`src/rtl/msc_result_acc.sv`:
```
// msc_result_acc: multi-slope receive side. Balances the runup, times the rundown and emits a signed result.
// Define MSC_AUTOZERO_EN to store an autozero offset and subtract it from later results.
module msc_result_acc #(
  parameter int RU_W     = 16,
  parameter int RD_W     = 12,
  parameter int RD_MAX   = 4095,
  parameter int RD_SHIFT = 8
) (
  input  logic                       clk,
  input  logic                       rst,
  input  logic                       start,
  input  logic                       runup,
  input  logic                       zero,
  input  logic                       comp,
  input  logic                       az,
  output logic                       ru_pos,
  output logic                       rd_en,
  output logic                       rd_pol,
  output logic                       busy,
  output logic [RU_W+RD_SHIFT+1:0]   result,
  output logic                       valid,
  output logic                       ovf,
  output logic                       err
);
  localparam int RES_W = RU_W + RD_SHIFT + 2;
  localparam logic [RU_W-1:0] RU_SAT = '1;

  typedef enum logic [2:0] {IDLE, ARM, RUNUP, RUNDOWN, DONE} state_t;

  state_t            state_q, state_d;
  logic [RU_W-1:0]   pos_cnt_q, pos_cnt_d, neg_cnt_q, neg_cnt_d;
  logic [RD_W-1:0]   rd_cnt_q, rd_cnt_d;
  logic              ovf_flag_q, ovf_flag_d;
  logic              ru_pos_q, ru_pos_d, rd_en_q, rd_en_d, rd_pol_q, rd_pol_d;
  logic [RES_W-1:0]  result_q, result_d;
  logic              valid_q, valid_d, ovf_q, ovf_d, err_q, err_d;
  logic [RES_W-1:0]  net, raw;
  logic              do_step, do_exit, do_abort, timeout;
`ifdef MSC_AUTOZERO_EN
  logic              az_q, az_d;
  logic [RES_W-1:0]  offset_q, offset_d;
`else
  logic              az_unused;
  assign az_unused = az;
`endif

  // Two's complement arithmetic in RES_W bits; the width leaves headroom so nothing wraps.
  always_comb begin
    net = RES_W'(pos_cnt_q) - RES_W'(neg_cnt_q);
    raw = (net << RD_SHIFT) + (rd_pol_q ? RES_W'(rd_cnt_q) : -RES_W'(rd_cnt_q));
  end

  always_comb begin
    state_d    = state_q;
    pos_cnt_d  = pos_cnt_q;
    neg_cnt_d  = neg_cnt_q;
    rd_cnt_d   = rd_cnt_q;
    ovf_flag_d = ovf_flag_q;
    ru_pos_d   = ru_pos_q;
    rd_en_d    = rd_en_q;
    rd_pol_d   = rd_pol_q;
    result_d   = result_q;
    ovf_d      = ovf_q;
    valid_d    = 1'b0;
    err_d      = 1'b0;
    do_step    = 1'b0;
    do_exit    = 1'b0;
    do_abort   = 1'b0;
    timeout    = 1'b0;
`ifdef MSC_AUTOZERO_EN
    az_d       = az_q;
    offset_d   = offset_q;
`endif
    if (start) begin
      state_d    = ARM;
      pos_cnt_d  = '0;
      neg_cnt_d  = '0;
      rd_cnt_d   = '0;
      ovf_flag_d = 1'b0;
      ru_pos_d   = 1'b0;
      rd_en_d    = 1'b0;
`ifdef MSC_AUTOZERO_EN
      az_d       = az;
`endif
    end else begin
      unique case (state_q)
        IDLE: state_d = IDLE;
        ARM: begin
          if (zero) do_abort = 1'b1;
          else if (runup) begin
            state_d = RUNUP;
            do_step = 1'b1;
          end
        end
        RUNUP: begin
          if (zero) do_abort = 1'b1;
          else if (runup) do_step = 1'b1;
          else begin
            rd_pol_d = comp;
            rd_en_d  = 1'b1;
            ru_pos_d = 1'b0;
            state_d  = RUNDOWN;
          end
        end
        RUNDOWN: begin
          if (zero) do_abort = 1'b1;
          else if (rd_cnt_q == RD_W'(RD_MAX)) begin
            do_exit = 1'b1;
            timeout = 1'b1;
          end else if (comp != rd_pol_q) do_exit = 1'b1;
          else rd_cnt_d = rd_cnt_q + 1'b1;
        end
        DONE:    state_d = IDLE;
        default: state_d = IDLE;
      endcase
    end

    // The step counted is the reference actually applied this cycle, i.e. the registered select.
    if (do_step) begin
      ru_pos_d = comp;
      if (ru_pos_q) begin
        if (pos_cnt_q == RU_SAT) ovf_flag_d = 1'b1;
        else pos_cnt_d = pos_cnt_q + 1'b1;
      end else begin
        if (neg_cnt_q == RU_SAT) ovf_flag_d = 1'b1;
        else neg_cnt_d = neg_cnt_q + 1'b1;
      end
    end

    if (do_abort) begin
      state_d  = IDLE;
      err_d    = 1'b1;
      ru_pos_d = 1'b0;
      rd_en_d  = 1'b0;
    end

    if (do_exit) begin
      state_d    = DONE;
      rd_en_d    = 1'b0;
      valid_d    = 1'b1;
      ovf_flag_d = ovf_flag_q | timeout;
      ovf_d      = ovf_flag_q | timeout;
`ifdef MSC_AUTOZERO_EN
      if (az_q) begin
        offset_d = raw;
        result_d = raw;
      end else begin
        result_d = raw - offset_q;
      end
`else
      result_d = raw;
`endif
    end
  end

  always_ff @(posedge clk or negedge rst) begin
    if (!rst) begin
      state_q    <= IDLE;
      pos_cnt_q  <= '0;
      neg_cnt_q  <= '0;
      rd_cnt_q   <= '0;
      ovf_flag_q <= 1'b0;
      ru_pos_q   <= 1'b0;
      rd_en_q    <= 1'b0;
      rd_pol_q   <= 1'b0;
      result_q   <= '0;
      valid_q    <= 1'b0;
      ovf_q      <= 1'b0;
      err_q      <= 1'b0;
`ifdef MSC_AUTOZERO_EN
      az_q       <= 1'b0;
      offset_q   <= '0;
`endif
    end else begin
      state_q    <= state_d;
      pos_cnt_q  <= pos_cnt_d;
      neg_cnt_q  <= neg_cnt_d;
      rd_cnt_q   <= rd_cnt_d;
      ovf_flag_q <= ovf_flag_d;
      ru_pos_q   <= ru_pos_d;
      rd_en_q    <= rd_en_d;
      rd_pol_q   <= rd_pol_d;
      result_q   <= result_d;
      valid_q    <= valid_d;
      ovf_q      <= ovf_d;
      err_q      <= err_d;
`ifdef MSC_AUTOZERO_EN
      az_q       <= az_d;
      offset_q   <= offset_d;
`endif
    end
  end

  assign ru_pos = ru_pos_q;
  assign rd_en  = rd_en_q;
  assign rd_pol = rd_pol_q;
  assign busy   = (state_q != IDLE);
  assign result = result_q;
  assign valid  = valid_q;
  assign ovf    = ovf_q;
  assign err    = err_q;

endmodule

```
`config.mk`:
```
export PLATFORM = sky130hd
export DESIGN_NAME = msc_result_acc
export DESIGN_NICKNAME = d
export VERILOG_FILES = /design/src/rtl/msc_result_acc.sv
export SDC_FILE = /design/constraint.sdc
export NUM_CORES = 1
export LEC_CHECK = 0
export ABC_AREA = 1
export BUFFER_PORTS_ARGS = -buffer_cell sky130_fd_sc_hd__buf_2
export CORE_MARGIN = 2
export CORE_UTILIZATION = 56
export DETAILED_ROUTE_END_ITERATION = 16
export PLACE_DENSITY = 0.86
export SYNTH_ARGS = -nofsm -noshare
export SYNTH_HDL_FRONTEND = slang
export SYNTH_SLANG_ARGS = --single-unit
```
`constraint.sdc`:
```
create_clock -name clk -period 2.8 [get_ports clk]
set_clock_uncertainty 0.2 [all_clocks]
set_input_delay 0.56 -clock clk [delete_from_list [all_inputs] [get_ports clk]]
set_output_delay 0.56 -clock clk [all_outputs]
set_load 0.005 [all_outputs]
```
After elaboration in Yosys (flattened, before gate mapping):

Index checks and enable logic that the tools add are counted.

* register bits: 80
* bits of input ports: 7
* output and inout bits: 33
* word-level logic and storage cells: 110

* $add $sub $neg: 6
* eq/ne operators: 19
* multiplexer cells: 58
* bitwise gates (word level): 4
* reduce and logical (&&, ||, !) cells: 11

Operator list (number)
* 2-to-1 mux 16 bit: 8
* 2-to-1 mux 12 bit: 5
* 2-to-1 mux 1 bit: 36
* adder 16 x 1 -> 16 bit, second input constant: 2
* == test 16 bit, second input constant: 2
* adder 26 bit: 1
* 2-to-1 mux 26 bit: 1
* negation 12 -> 26 bit: 1
* 2-to-1 mux 3 bit: 7
* inequality test 5 bit, second input constant: 4
* subtractor 16 x 16 -> 17 bit: 1
* inequality test 4 x 2 -> 1 bit, second input constant: 4
* adder 12 x 1 -> 12 bit, second input constant: 1
* == test 12 bit, second input constant: 1
* one-hot mux 3 bit (3 select lines): 1
* AND reduction 4 bit: 2
* nonzero test 4 bit: 2
* == test 3 x 2 -> 1 bit, second input constant: 2
* inequality test 2 bit, second input constant: 3
* AND reduction 3 bit: 2
* AND reduction 5 bit: 1
* inequality test 4 bit, second input constant: 1
* == test 3 x 1 -> 1 bit, second input constant: 1
* NOT 1 bit: 3
* other kinds (6): 6

Logic depth before layout (Yosys ltp):

* depth after elaboration: 8
* mapped depth: 23
* gate-level depth less buffers: 23

Worst setup path before layout:

Ideal clock, no wire load.

* kind: flip-flop to flip-flop
* from: register pos_cnt_q[0]
* to: register result_q[24], in the netlist result[24]
* data arrival time: 2.752 ns
* path slack: -0.269 ns
* stages on the path, launching flop included: 21
* path buffers: 0
* period minus slack after synthesis: 3.069 ns
* cells stage by stage: dfrtp_1 inv_1 ha_1 inv_1 fa_1 nand3_1 nand3_1 nand2_1 nand2_1 a21oi_1 o21ai_0 nand2_1 nand2_1 ha_1 nand2_1 nor4_1 nand2_1 nand2_1 nand2_1 nand3_1 nand2_1

* word-level cells in the longest chain between the ends: 2

RTL lines
* from (decl): line 31 `logic [RU_W-1:0] pos_cnt_q, pos_cnt_d, neg_cnt_q, neg_cnt_d;`
* from (signal assigned): line 176 `pos_cnt_q <= pos_cnt_d;`
* subtractor 16 x 16 -> 17 bit: line 49 `net = RES_W'(pos_cnt_q) - RES_W'(neg_cnt_q);`
* adder 26 bit: line 50 `raw = (net << RD_SHIFT) + (rd_pol_q ? RES_W'(rd_cnt_q) : -RES_W'(rd_cnt_q));`
* to (signal assigned): line 183 `result_q <= result_d;`
* to (decl): line 35 `logic [RES_W-1:0] result_q, result_d;`

No other way between the ends.
A chain may end at the register's enable or synchronous reset.

Final worst setup path:

* from: register pos_cnt_q[0]
* to: register result_q[25], in the netlist result[25]

Same word-level chain as after synthesis.

==> impl_metrics.toml <==
[pwr]
power.density_mw_per_mm2 = 379
irDropWorstVdd_uv = 324
power.total_mw = 3.18
cellLeakagePower_nw = 4.27

[global_route]
grt_pass1_wl_mm = 29.0
grt_pass1_vias = 6305
grt_start_max_net_pins = 46
antenna_found_initial = 0
groute.usage.overall_pct = 31.2
grt_overflow = 0

[finish]
final_util_pct = 77.9
drive_gt1_share_pct = 34.1
areaGrowthSynthToFinish_pct = 36.2
post-route-cell-area_sq_mm = 0.00841
n_antenna_cell = 0
final_net_count = 1107
mostFrequentLayoutCells = "nand2_1 (197), buf_4 (145), inv_1 (97)"
final_common_cell = "nand2_1"

[synthesis]
syn_nets = 923
yosysTopAreaCellShare_pct = 32.4
avgSynthCellArea_sq_um = 7.04
synth_area_leaders = "dfrtp_1 (32%), nand2_1 (14%), ha_1 (7.5%)"
synth_cell_types = 42
synth-seq-cells = 80
postSynthCellCount = 877
syn_area_sq_mm = 0.00617
synth_warnings = 0
synth_top_area_cell = "dfrtp_1"
seq_area_frac_synth_pct = 32.4

[clocking]
path_clk_slew_ns = 0.09
cts.htree.levels = 3
cts.sinks = 80
numCtsBuffers = 9
cts_root_buf = "clkbuf_8"
insertion_delay_ns = 0.39
cts_tree = "yes"
cts_buffer_depth = 2

[floorplan]
die_height_um = 109
rows = 38
fp.coreArea_sq_mm = 0.0108
die-area_sq_mm = 0.0119
initial_core_util_pct = 57.2
die_w_um = 109
io_pins = 40

[placed_design]
dp_hpwl_mm = 12.2
port_buffers = 38
pre_cts_ws_ns = -0.318
place.gp.congestion = 0.932
placed_cell_area_sq_mm = 0.00746

[timing]
fin_ws_ns = -0.663
worst_pin_slew_ns = 0.599
fin_crit_sh_pct = 124
maxSlewViolCount = 0
fin_setup_tns_ns = -5.60
setup_viol = 16
fmax_mhz = 289
rsz0062_at_grt = "true"
period_needed_ns = 3.46
slew_headroom_pct = 60.0
hold_viol_final = 0

[critical_path]
cp-start-kind = "register"
slowest_delay_ns = 0.41
slowest_stage = "dfrtp_1"
path_class = "register to register"
r2r.worst_path.cells = 20
crit_chain = "inv_2, ha_4, inv_4, fa_2, nand3_2, nand3_4, nand2_4, nand2_4, a21oi_4, o21ai_1, nand2_1, nand2_2, ha_4, nand4_1, nor2_2, nand2_1, nand3_2, nand3_2, nand3_2, nand2_2"
path_common_cell = "nand3_2"
endpoint_kind = "register"
required_ns = 2.89
cp.arrival_ns = 3.55
cp_max_fo = 4

[routing]
drtIter0Drc = 910
antenna_left = 0
vias = 7316
drt_wl_total_mm = 22.3
vias_per_cell = 6.07
drc_errors = 0
drt_pass1_iterations = 9
wire_per_inst_um = 18.5

[run_status]
violations = "negative setup slack"
outcome = "finished with violations"

[run]
maxCapViolations = 0

[worst_hold_path]
hold_class = "input port to register"
min_path_cells = 3
metal layers:
layer | wire, um | up-vias | track usage [%]
li1 | - | 3243 | -
met1 | 8210 | 3366 | 38.3
met2 | 10400 | 532 | 52.6
met3 | 2140 | 175 | 6.34
met4 | 1590 | 0 | 14.4
met5 | 0 | - | 0
sequential cells by signal, indices dropped and copies added (netlist names), 3 cells and up:
signal and count:
result 26, neg_cnt_q 16, pos_cnt_q 16, rd_cnt_q 12, state_q 3
final timing paths:
kind / startpoint / end / slack, ns
worst min-delay path: comp / rd_pol / 0.27
worst min register to register: ovf / ovf / 0.28
min in group asynchronous: rst / result[15] / 0.47
worst max-delay path: pos_cnt_q[0] / result[25] / -0.66
max in group asynchronous: rst / state_q[2] / 1.30
worst max register to register: pos_cnt_q[0] / result[25] / -0.66
cell usage after synthesis, drive strengths merged:
| library cell | n |
|---|---|
| nand2 | 239 |
| inv | 111 |
| nor2 | 95 |
| dfrtp | 80 |
| o21ai | 73 |
| nand3 | 66 |
| a21oi | 49 |
| ha | 37 |
| nor3 | 28 |
| xor2 | 22 |
| nand4 | 17 |
| xnor2 | 15 |
| buf | 9 |
| clkbuf | 6 |
| o211ai | 6 |
| nand3b | 4 |
| a31oi | 3 |
| nor4 | 3 |
| o21bai | 3 |
| clkinv | 2 |
| fa | 2 |
| or2 | 2 |
| a211oi | 1 |
| a21o | 1 |
| and3 | 1 |
| o21a | 1 |
| o31ai | 1 |
cells by family after synthesis:
| family | Yosys count | share of synthesized area, % |
|---|---|---|
| buf+inv | 128 | 8.71 |
| simple gates | 455 | 32.7 |
| compound gates | 138 | 12.8 |
| xor+xnor | 37 | 5.25 |
| fa+ha+maj | 39 | 8.15 |
| flops | 80 | 32.4 |
area by class of cell:
cell class                      instances  area (sq um)
Timing Repair Buffer                  188          1350
Sequential cell                        80          2000
Fill cell                             653          2380
Tap cell                              140           175
Inverter                              113           432
Clock inverter                          3          25.0
Clock buffer                           13           159
Multi-Input combinational cell        669          4270
critical path, delay by kind of cell, from the launching register on:
kind / cells / cell delay (ns)
AOI/OAI and AO/OA: 2 / 0.32
adders and majority gates: 3 / 0.85
DFF: 1 / 0.41
buffers and inverters: 2 / 0.13
and+or+nand+nor: 13 / 1.46
per-stage QoR:
stage               cells  hold slack [ns]
floorplan             877           0.0644
global placement     1167            0.252
detailed placement   1167            0.256
CTS                  1190            0.266
global route         1206            0.272
finish               1206            0.271
power by group:
group | internal [mW] | leakage [nW] | switching (mW)
clock | 0.378 | 0.0902 | 0.514
combinational | 0.437 | 3.07 | 0.556
sequential | 1.25 | 1.10 | 0.0544
total | 2.06 | 4.27 | 1.12
timing repair:
item | CTS | global route
pin swaps | 18 | 59
setup endpoints to repair | 13 | 15
hold buffers | 1 | 0
buffers inserted | 6 | 16
endpoints found under the hold margin | 37 | 0
gates resized for setup | 40 | 93
Power figures use the tool's default switching activity.
